`src/rtl/gas_alarm_controller_if.sv`:
```
`default_nettype none
// ============================================================================
// Module      : gas_alarm_controller_if
// Description : Signal bundle between the gas detector side and the alarm
//               controller: detector code and user ack in, alarm status and
//               actuator drives out.
// Revision    : 1.0  initial release
// ============================================================================
interface gas_alarm_controller_if;
    logic [2:0] gas_code;
    logic       ack;
    logic [2:0] alarm_type;
    logic       alarm_irq;
    logic       buzzer;
    logic       fan_on;
    logic       valve_close;
    logic [1:0] state;

    // Environment / detector side
    modport master (
        output gas_code, ack,
        input  alarm_type, alarm_irq, buzzer, fan_on, valve_close, state
    );

    // Controller side
    modport slave (
        input  gas_code, ack,
        output alarm_type, alarm_irq, buzzer, fan_on, valve_close, state
    );
endinterface
`default_nettype wire

```
`src/rtl/gas_alarm_controller.sv`:
```
`default_nettype none
// ============================================================================
// Module      : gas_alarm_controller
// Description : Filters the detector gas code with per-gas persistence
//               counters, latches confirmed gases into a sticky alarm mask and
//               drives buzzer, exhaust fan and valve shutoff until the alarm is
//               acknowledged and the air stays clear long enough.
// Revision    : 1.0  initial release
// ============================================================================
module gas_alarm_controller #(
    parameter int unsigned CONFIRM_CYCLES = 4,
    parameter int unsigned CLEAR_CYCLES   = 8,
    parameter int unsigned BEEP_HALF      = 2
) (
    input  logic                    clk,
    input  logic                    arst_n,
    gas_alarm_controller_if.slave   bus
);

    localparam logic [7:0] C_CONFIRM = 8'(CONFIRM_CYCLES);
    localparam logic [7:0] C_CLEAR   = 8'(CLEAR_CYCLES);
    localparam logic [7:0] C_BEEP    = 8'(BEEP_HALF);

    typedef enum logic [1:0] {
        ST_IDLE    = 2'b00,
        ST_MONITOR = 2'b01,
        ST_ALARM   = 2'b10,
        ST_VENT    = 2'b11
    } state_t;

    state_t     r_state;
    state_t     w_state_nxt;
    logic [2:0] r_alarm_type;
    logic [2:0] w_type_nxt;
    logic       r_irq;
    logic       w_irq_nxt;
    logic       r_buzzer;
    logic       w_buzzer_nxt;
    logic       r_fan;
    logic       w_fan_nxt;
    logic       r_valve;
    logic       w_valve_nxt;
    logic [7:0] r_clr_cnt;
    logic [7:0] w_clr_nxt;
    logic [7:0] w_clr_inc;
    logic [7:0] r_beep_cnt;
    logic [7:0] w_beep_nxt;
    logic       w_clear_all;
    logic [2:0] w_confirmed;
    logic [2:0] w_new_mask;

    // One saturating persistence counter per gas bit
    for (genvar gi = 0; gi < 3; gi++) begin : g_filter
        logic [7:0] r_cnt;

        // Count consecutive high samples of this bit, cleared by any low sample
        always_ff @(posedge clk or negedge arst_n) begin
            if (!arst_n) begin
                r_cnt <= 8'd0;
            end else if (w_clear_all || !bus.gas_code[gi]) begin
                r_cnt <= 8'd0;
            end else if (r_cnt != C_CONFIRM) begin
                r_cnt <= r_cnt + 8'd1;
            end
        end

        assign w_confirmed[gi] = (r_cnt == C_CONFIRM);
    end

    // Only gases not yet latched may raise a new alarm event
    assign w_new_mask = w_confirmed & ~r_alarm_type;

    // Clear-air run length candidate; saturates rather than wrapping
    assign w_clr_inc = (bus.gas_code != 3'b000) ? 8'd0 :
                       ((r_clr_cnt == 8'hFF) ? 8'hFF : r_clr_cnt + 8'd1);

    // Next-state and next-output decode
    always_comb begin
        w_state_nxt  = r_state;
        w_type_nxt   = r_alarm_type;
        w_irq_nxt    = 1'b0;
        w_buzzer_nxt = 1'b0;
        w_beep_nxt   = 8'd0;
        w_clr_nxt    = 8'd0;
        w_clear_all  = 1'b0;

        case (r_state)
            ST_IDLE: begin
                if (bus.gas_code != 3'b000) begin
                    w_state_nxt = ST_MONITOR;
                end
            end
            ST_MONITOR: begin
                if (w_new_mask != 3'b000) begin
                    w_state_nxt  = ST_ALARM;
                    w_type_nxt   = r_alarm_type | w_new_mask;
                    w_irq_nxt    = 1'b1;
                    w_buzzer_nxt = 1'b1;
                    w_beep_nxt   = 8'd1;
                end else if (bus.gas_code == 3'b000) begin
                    w_state_nxt = ST_IDLE;
                end
            end
            ST_ALARM: begin
                if (w_new_mask != 3'b000) begin
                    w_type_nxt = r_alarm_type | w_new_mask;
                    w_irq_nxt  = 1'b1;
                end
                // A fresh confirmation outranks the acknowledge
                if (w_new_mask == 3'b000 && bus.ack) begin
                    w_state_nxt = ST_VENT;
                end else if (r_beep_cnt >= C_BEEP) begin
                    w_buzzer_nxt = ~r_buzzer;
                    w_beep_nxt   = 8'd1;
                end else begin
                    w_buzzer_nxt = r_buzzer;
                    w_beep_nxt   = r_beep_cnt + 8'd1;
                end
            end
            ST_VENT: begin
                w_clr_nxt = w_clr_inc;
                if (w_new_mask != 3'b000) begin
                    w_state_nxt  = ST_ALARM;
                    w_type_nxt   = r_alarm_type | w_new_mask;
                    w_irq_nxt    = 1'b1;
                    w_buzzer_nxt = 1'b1;
                    w_beep_nxt   = 8'd1;
                    w_clr_nxt    = 8'd0;
                end else if (w_clr_inc == C_CLEAR) begin
                    w_state_nxt = ST_IDLE;
                    w_type_nxt  = 3'b000;
                    w_clr_nxt   = 8'd0;
                    w_clear_all = 1'b1;
                end
            end
            default: begin
                w_state_nxt = ST_IDLE;
            end
        endcase

        w_fan_nxt   = (w_state_nxt == ST_ALARM) || (w_state_nxt == ST_VENT);
        w_valve_nxt = w_type_nxt[0];
    end

    // State and registered outputs; reset discards any alarm in progress
    always_ff @(posedge clk or negedge arst_n) begin
        if (!arst_n) begin
            r_state      <= ST_IDLE;
            r_alarm_type <= 3'b000;
            r_irq        <= 1'b0;
            r_buzzer     <= 1'b0;
            r_fan        <= 1'b0;
            r_valve      <= 1'b0;
            r_clr_cnt    <= 8'd0;
            r_beep_cnt   <= 8'd0;
        end else begin
            r_state      <= w_state_nxt;
            r_alarm_type <= w_type_nxt;
            r_irq        <= w_irq_nxt;
            r_buzzer     <= w_buzzer_nxt;
            r_fan        <= w_fan_nxt;
            r_valve      <= w_valve_nxt;
            r_clr_cnt    <= w_clr_nxt;
            r_beep_cnt   <= w_beep_nxt;
        end
    end

    assign bus.state       = r_state;
    assign bus.alarm_type  = r_alarm_type;
    assign bus.alarm_irq   = r_irq;
    assign bus.buzzer      = r_buzzer;
    assign bus.fan_on      = r_fan;
    assign bus.valve_close = r_valve;

endmodule
`default_nettype wire
```
`src/flat_wrapper.sv`:
```
// flat-port wrapper written by rule: the top's interface ports become plain ports
module gas_alarm_controller_flat 
#(
    parameter int unsigned CONFIRM_CYCLES = 4,
    parameter int unsigned CLEAR_CYCLES   = 8,
    parameter int unsigned BEEP_HALF      = 2
)
  (clk, arst_n, bus_gas_code, bus_ack, bus_alarm_type, bus_alarm_irq, bus_buzzer, bus_fan_on, bus_valve_close, bus_state);
  gas_alarm_controller_if bus_i ();
  input  logic clk;
  input  logic arst_n;
  input wire logic [$bits(bus_i.gas_code)-1:0] bus_gas_code;
  input wire logic [$bits(bus_i.ack)-1:0] bus_ack;
  output wire logic [$bits(bus_i.alarm_type)-1:0] bus_alarm_type;
  output wire logic [$bits(bus_i.alarm_irq)-1:0] bus_alarm_irq;
  output wire logic [$bits(bus_i.buzzer)-1:0] bus_buzzer;
  output wire logic [$bits(bus_i.fan_on)-1:0] bus_fan_on;
  output wire logic [$bits(bus_i.valve_close)-1:0] bus_valve_close;
  output wire logic [$bits(bus_i.state)-1:0] bus_state;
  assign bus_i.gas_code = bus_gas_code;
  assign bus_i.ack = bus_ack;
  assign bus_alarm_type = bus_i.alarm_type;
  assign bus_alarm_irq = bus_i.alarm_irq;
  assign bus_buzzer = bus_i.buzzer;
  assign bus_fan_on = bus_i.fan_on;
  assign bus_valve_close = bus_i.valve_close;
  assign bus_state = bus_i.state;
  gas_alarm_controller #(.CONFIRM_CYCLES(CONFIRM_CYCLES), .CLEAR_CYCLES(CLEAR_CYCLES), .BEEP_HALF(BEEP_HALF)) u_core (.clk(clk), .arst_n(arst_n), .bus(bus_i));
endmodule
```
`config.mk`:
```
export PLATFORM = sky130hd
export DESIGN_NAME = gas_alarm_controller_flat
export DESIGN_NICKNAME = d
export VERILOG_FILES = /design/src/rtl/gas_alarm_controller_if.sv /design/src/rtl/gas_alarm_controller.sv /design/src/flat_wrapper.sv
export SDC_FILE = /design/constraint.sdc
export NUM_CORES = 1
export LEC_CHECK = 0
export ABC_AREA = 1
export CAP_MARGIN = 20
export CORE_ASPECT_RATIO = 1.25
export CORE_UTILIZATION = 40
export CTS_BUF_LIST = sky130_fd_sc_hd__clkbuf_16
export CTS_CLUSTER_SIZE = 16
export DETAILED_ROUTE_END_ITERATION = 7
export PLACE_DENSITY = 0.65
export SYNTH_ARGS = -nofsm -noshare
export SYNTH_HDL_FRONTEND = slang
export SYNTH_SLANG_ARGS = --single-unit
```
`constraint.sdc`:
```
create_clock -name clk -period 2.8 [get_ports clk]
set_input_delay 0.28 -clock clk [delete_from_list [all_inputs] [get_ports clk]]
set_output_delay 0.28 -clock clk [all_outputs]
set_load 0.01 [all_outputs]
```
# Yosys cells after proc, flatten, opt, wreduce, memory -nomap -nowiden
# Index checks and enable logic that the tools add are counted.
# op_classes
addsub,5
n_lt_le_gt_ge,1
n_eq_ne,16
muxes,34
bitwise_logic,4
n_reduce_logical,21
# ops
cell,count
$mux W8,13
$add A8 B1 Y8 const B,5
$eq A8 B3 Y1 const B,3
$ne A8 B3 Y1 const B,3
$pmux W8 S2,1
$mux W2,6
$mux W3,3
$eq A2 B2 Y1 const B,4
$eq A8 B4 Y1 const B,1
$eq A8 B8 Y1 const B,1
$ge A8 B2 Y1 const B,1
$mux W1,8
$pmux W2 S4,1
$reduce_bool A2 Y1,4
$logic_not A3 Y1,2
$ne A3 B1 Y1 const B,2
$pmux W3 S2,1
$reduce_bool A3 Y1,2
$logic_or A1 B1 Y1,4
$reduce_or A2 Y1,2
$and A3 B3 Y3,1
$logic_not A1 Y1,3
$not A3 Y3,1
$or A3 B3 Y3,1
8 further kinds,8
# totals
register_bits,48
in_bits,6
output_inout_bits,9

# Depth between registers and ports, before layout
# depth
word_depth,9
ltp_mapped,13

# Worst setup path after synthesis
# OpenSTA, ideal clock, no wires.
# synth_path
path_type,register to register
start,register u_core.g_filter[2].r_cnt[0]
end,register u_core.r_alarm_type[0] (netlist: u_core.bus.alarm_type[0])
setup_ns,0.122
arrival_time_ns,1.531
required_time_ns,2.678
slack_ns,1.146
path_stages_with_launch,12
path_buffers,0
cell_sequence,dfrtp_1 inv_1 ha_1 nand3_1 nor2_2 nand2_1 nand3_4 inv_1 a21oi_2 nand2_4 nand2_1 o21ai_2
# synth_between
elab_chain_cells,5
# synth_rtl
element,line_no,rtl
start: declaration,gas_alarm_controller.sv:54,logic [7:0] r_cnt;
start signal: assignment,gas_alarm_controller.sv:63,r_cnt <= r_cnt + 8'd1;
$eq A8 B3 Y1 *,gas_alarm_controller.sv:67,assign w_confirmed[gi] = (r_cnt == C_CONFIRM);
$and A3 B3 Y3 *,gas_alarm_controller.sv:71,assign w_new_mask = w_confirmed & ~r_alarm_type;
$reduce_bool A3 Y1 *,"gas_alarm_controller.sv:94, gas_alarm_controller.sv:105, gas_alarm_controller.sv:122",
$ne A3 B1 Y1 (no source line) (tied with other cells),--,
$reduce_and A3 Y1 (no source line) / $pmux W3 S2 (equally long branches),--,
end signal: assignment,gas_alarm_controller.sv:158,r_alarm_type <= w_type_nxt;
end: declaration,gas_alarm_controller.sv:33,logic [2:0] r_alarm_type;
# Mark *: on every way between the ends. The rest lies on a longest branch, timed or not.
# A chain may end at the register's enable or synchronous reset.

# Final worst setup path
# layout_path
start,register u_core.g_filter[2].r_cnt[0]
end,register u_core.r_alarm_type[2] (netlist: u_core.bus.alarm_type[2])
# layout_between
elab_chain_cells,5
# layout_rtl
element,line_no
$eq A8 B3 Y1 *,gas_alarm_controller.sv:67
$and A3 B3 Y3 *,gas_alarm_controller.sv:71
$reduce_bool A3 Y1 / $or A3 B3 Y3 (equally long branches),--
$ne A3 B1 Y1 (no source line) (tied with other cells),--
$reduce_and A3 Y1 (no source line) / $pmux W3 S2 (equally long branches),--
# Mark *: on every way between the ends. The rest lies on a longest branch, timed or not. The select of a mux whose other input is x is not followed.

==> impl_results.md <==
* Die Y at 92.96 um
* Highest cell delay on the worst timing path at approximately 0.4 ns
* Count of standard-cell rows at 32
* Port-buffer cells at 14
* Master cell of the clock root buffer: clkbuf_16
* Number of search-and-repair iterations in the first detailed-routing pass at 6
* Final standard cell area without fillers at 0.003047 mm^2
* Count of endpoints failing setup in the final report at 0
* Number of violations reported at the end of detailed-routing iteration 0 at 86
* Clock buffer count from CTS at 5
* Nature of the critical path startpoint: flop
* Post-synthesis average cell area at 8.459 um^2
* Count of state elements after synthesis at 48
* CTS HTree Levels at 2
* Worst-margin pin slew at 0.5373 ns
* Maximum number of pins on one net before global-route repair at 26
* Die X-Extent at 74.77 um
* Dpl hpwl at 3553 um
* Worst-Skew Late Latency at 0.28 ns
* Placed cell areas at 0.002904 mm^2
* Synthesis-to-finish area growth at 15.08%
* Total grt overflow at 0
* Upper clock frequency limit at between 500 and 600 MHz
* GRT Util Overall at 16.14%
* Largest clock skew in the final design at between 0.007 and 0.008 ns
* Final count of pins violating max slew at 0
* Crit path max fanout at 10
* Cell class contributing the biggest share of worst-path delay: simple AND/OR/NAND/NOR gates
* Post-route ant nets at 0
* Total leakage power at 0.001442 uW
* Clock slew at reported path FFs at 0.06 ns
* Post-CTS sizing at 0
* Warning count from the yosys run at 0
* Highest metal layer used by the detailed router: met4
* Boundary pin count at 15
* Share of the clock period used by the worst path after layout at around two thirds
* Maximum buffer depth of the clock tree at 2
* Antenna Cells at 0
* Post-CTS repair timing setup buffer count at 0
* Number of nets at the end of the flow at 359
* Number of max-cap violations at 0
* Arrival time reported for the critical path endpoint at 2.06 ns
* Cell variety after synth at 35
* Total Wirelength at 4754 um
* Maximum resistive drop on vdd at 0.3027 mV
* CTS tree: done
* Number of global-route vias before repair at 1979
* Max-Slew Margin vs Limit at 63.85%
* Worst path buffer plus inverter count at 2
* Starting utilization of the core area at 42.12%
* Number of filler instances in the final layout at 650
* Cell-by-cell listing of the critical path: inv_1, ha_1, nand3_1, nor2_2, nand2_1, nand3_4, inv_1, a21oi_2, nand2_4, nand2_1, o21ai_2
* Path type of the worst min-delay path: primary input to asynchronous set/reset pin
* Antenna violations before repair at 0
* Top FF cell, synth: dfrtp_1
* Register-to-register setup slack at 0.91 ns
* Length of routed wiring on met1 at 2201 um
* FF-to-FF Start: u_core.g_filter[2].r_cnt[0]
* Number of failing hold endpoints at the final stage at 0
* Total via count after detailed routing at approximately 2.0k
* Proportion of synthesized flip-flops having asynchronous set or reset at 100.0%
* Tmin final at 1.888 ns
* Avg Vias per Cell at 4.764
* Number of remaining DRC errors at 0
* Critical path startpoint: u_core.g_filter[2].r_cnt[0]
* Final-layout setup total negative slack at 0 ns
* Critical path capture point type: flop
* Area of the die at 0.006950 mm^2
* Setup repair after global routing missed its margin: false
* Share of layout cells above drive strength 1 at about 8.6%
* Proportion of synthesized chip area in sequential cells at 45.37%
* Wire length of the first global-routing pass at 8611 um
* Min Hold Slack at 0.5205 ns
* Metal2 WL at 2401 um
* Sum of met3 wire segment lengths after detailed routing at 101 um
* Mapped Cells at 313
* Run status: finished clean
* Type of the setup path with the least slack: flop to flop
* Total design power at 1912 uW
* Mean routed wirelength per cell at ~11 um
* Number of clock sinks seen by CTS at 48
* Placeable core area at 0.006286 mm^2
* Cell area after synthesis at between 0.002 and 0.003 mm^2
* Data required time at the worst endpoint at 2.97 ns
* RePlAce Congestion at 0.8117
* Power Dens Cells at 627.7 mW/mm^2
* Count of flip-flops with a built-in enable after synthesis at 0
* Cell at the slowest stage of the critical path: dfrtp_1
## report_power, final
| group | switching, uW | leakage, uW | internal [uW] | total, uW |
|---|---|---|---|---|
| Clock | 239 | 0.0000648 | 320 | 559 |
| Combinational | 311 | 0.000733 | 223 | 534 |
| Sequential | 63.2 | 0.000644 | 757 | 820 |
| Total | 613 | 0.00144 | 1300 | 1910 |
## state kept, by name, summed over array words and instances (netlist names)
signal                 count
u_core.bus.alarm_irq       1
u_core.bus.alarm_type      3
u_core.bus.buzzer          1
u_core.bus.fan_on          1
u_core.bus.state           2
u_core.g_filter.r_cnt     24
u_core.r_beep_cnt          8
u_core.r_clr_cnt           8
## placed cells by master (no fill, tap or decap), drive strengths merged
| cell type | netlist | final |
|---|---|---|
| a21oi | 11 | 11 |
| a31oi | 3 | 3 |
| a41oi | 1 | 1 |
| buf | 1 | 2 |
| clkbuf | 0 | 5 |
| clkdlybuf4s50 | 0 | 13 |
| clkinv | 0 | 2 |
| conb | 1 | 5 |
| dfrtp | 48 | 48 |
| dlygate4sd3 | 0 | 1 |
| ha | 14 | 14 |
| inv | 49 | 49 |
| nand2 | 57 | 57 |
| nand3 | 24 | 24 |
| nand4 | 7 | 7 |
| nor2 | 47 | 47 |
| nor3 | 7 | 7 |
| nor3b | 1 | 1 |
| nor4 | 4 | 4 |
| o211a | 1 | 1 |
| o21ai | 21 | 21 |
| o22ai | 3 | 3 |
| o31ai | 1 | 1 |
| xnor2 | 1 | 1 |
| xor2 | 11 | 11 |
## logic make-up after synthesis
logic type	share of synthesized area, %
AOI/OAI and AO/OA	9.878
xor gates and xnor gates	3.970
adders and majority gates	6.616
buffers and inverters	7.230
DFF	45.37
other	0.1416
and+or+nand+nor	26.80
## repair_timing
| action | 4_1_cts | 5_1_grt |
|---|---|---|
| endpoints found under the hold margin | 8 | 0 |
| setup endpoints to repair | 0 | 0 |
| hold buffers | 1 | 0 |
## through the flow
step / setup WS, ns / cells / utilization, %
2_1_floorplan: 1.146 / 317 / -
3_3_place_gp: 0.7870 / 416 / 46.20
3_5_place_dp: 0.7258 / 416 / 46.20
4_1_cts: 0.8852 / 424 / 48.47
5_1_grt: 0.6867 / 424 / 48.47
6_report: 0.9119 / 424 / 48.47
## final cells by class
class	count	area [um^2]	share of cell area (%)
Tap cell	85	106.4	3.491
Multi-Input combinational cell	219	1270	41.68
Clock inverter	2	7.507	0.2464
Clock buffer	5	125.1	4.107
Sequential cell	48	1201	39.43
Inverter	49	183.9	6.037
Timing Repair Buffer	16	152.6	5.010
## layer usage
metal | global-route usage (%) | up-vias
li1 | - | 1051
met2 | 27.03 | 21
met4 | 5.189 | 0
met1 | 20.17 | 942
met3 | 3.700 | 6
met5 | 0 | -
## worst paths after layout
kind | to | cells past startpoint
max in group asynchronous | u_core.g_filter[1].r_cnt[0] | 3
min in group clk | u_core.bus.buzzer | 2
max reg2reg | u_core.bus.alarm_type[2] | 11
max | u_core.bus.alarm_type[2] | 11
min | u_core.r_clr_cnt[0] | 2
min reg2reg | u_core.bus.buzzer | 2
## Yosys cell counts, types with 2 or more instances
library cell	n	area share, %
ha_1	14	6.6
nor4_1	4	0.95
nand2_1	53	7.5
o21ai_2	3	0.99
nor2_1	39	5.5
o21ai_0	16	3.0
nand2_4	2	0.85
nor3_1	6	1.1
a21oi_1	9	1.7
a31oi_1	3	0.71
nand3_1	22	4.2
nand2_2	2	0.47
inv_1	48	6.8
nand4_1	7	1.7
xor2_1	11	3.6
dfrtp_1	48	45
o22ai_1	3	0.71
nor2_2	6	1.4
Note: power is estimated with default switching activity, not from simulation.
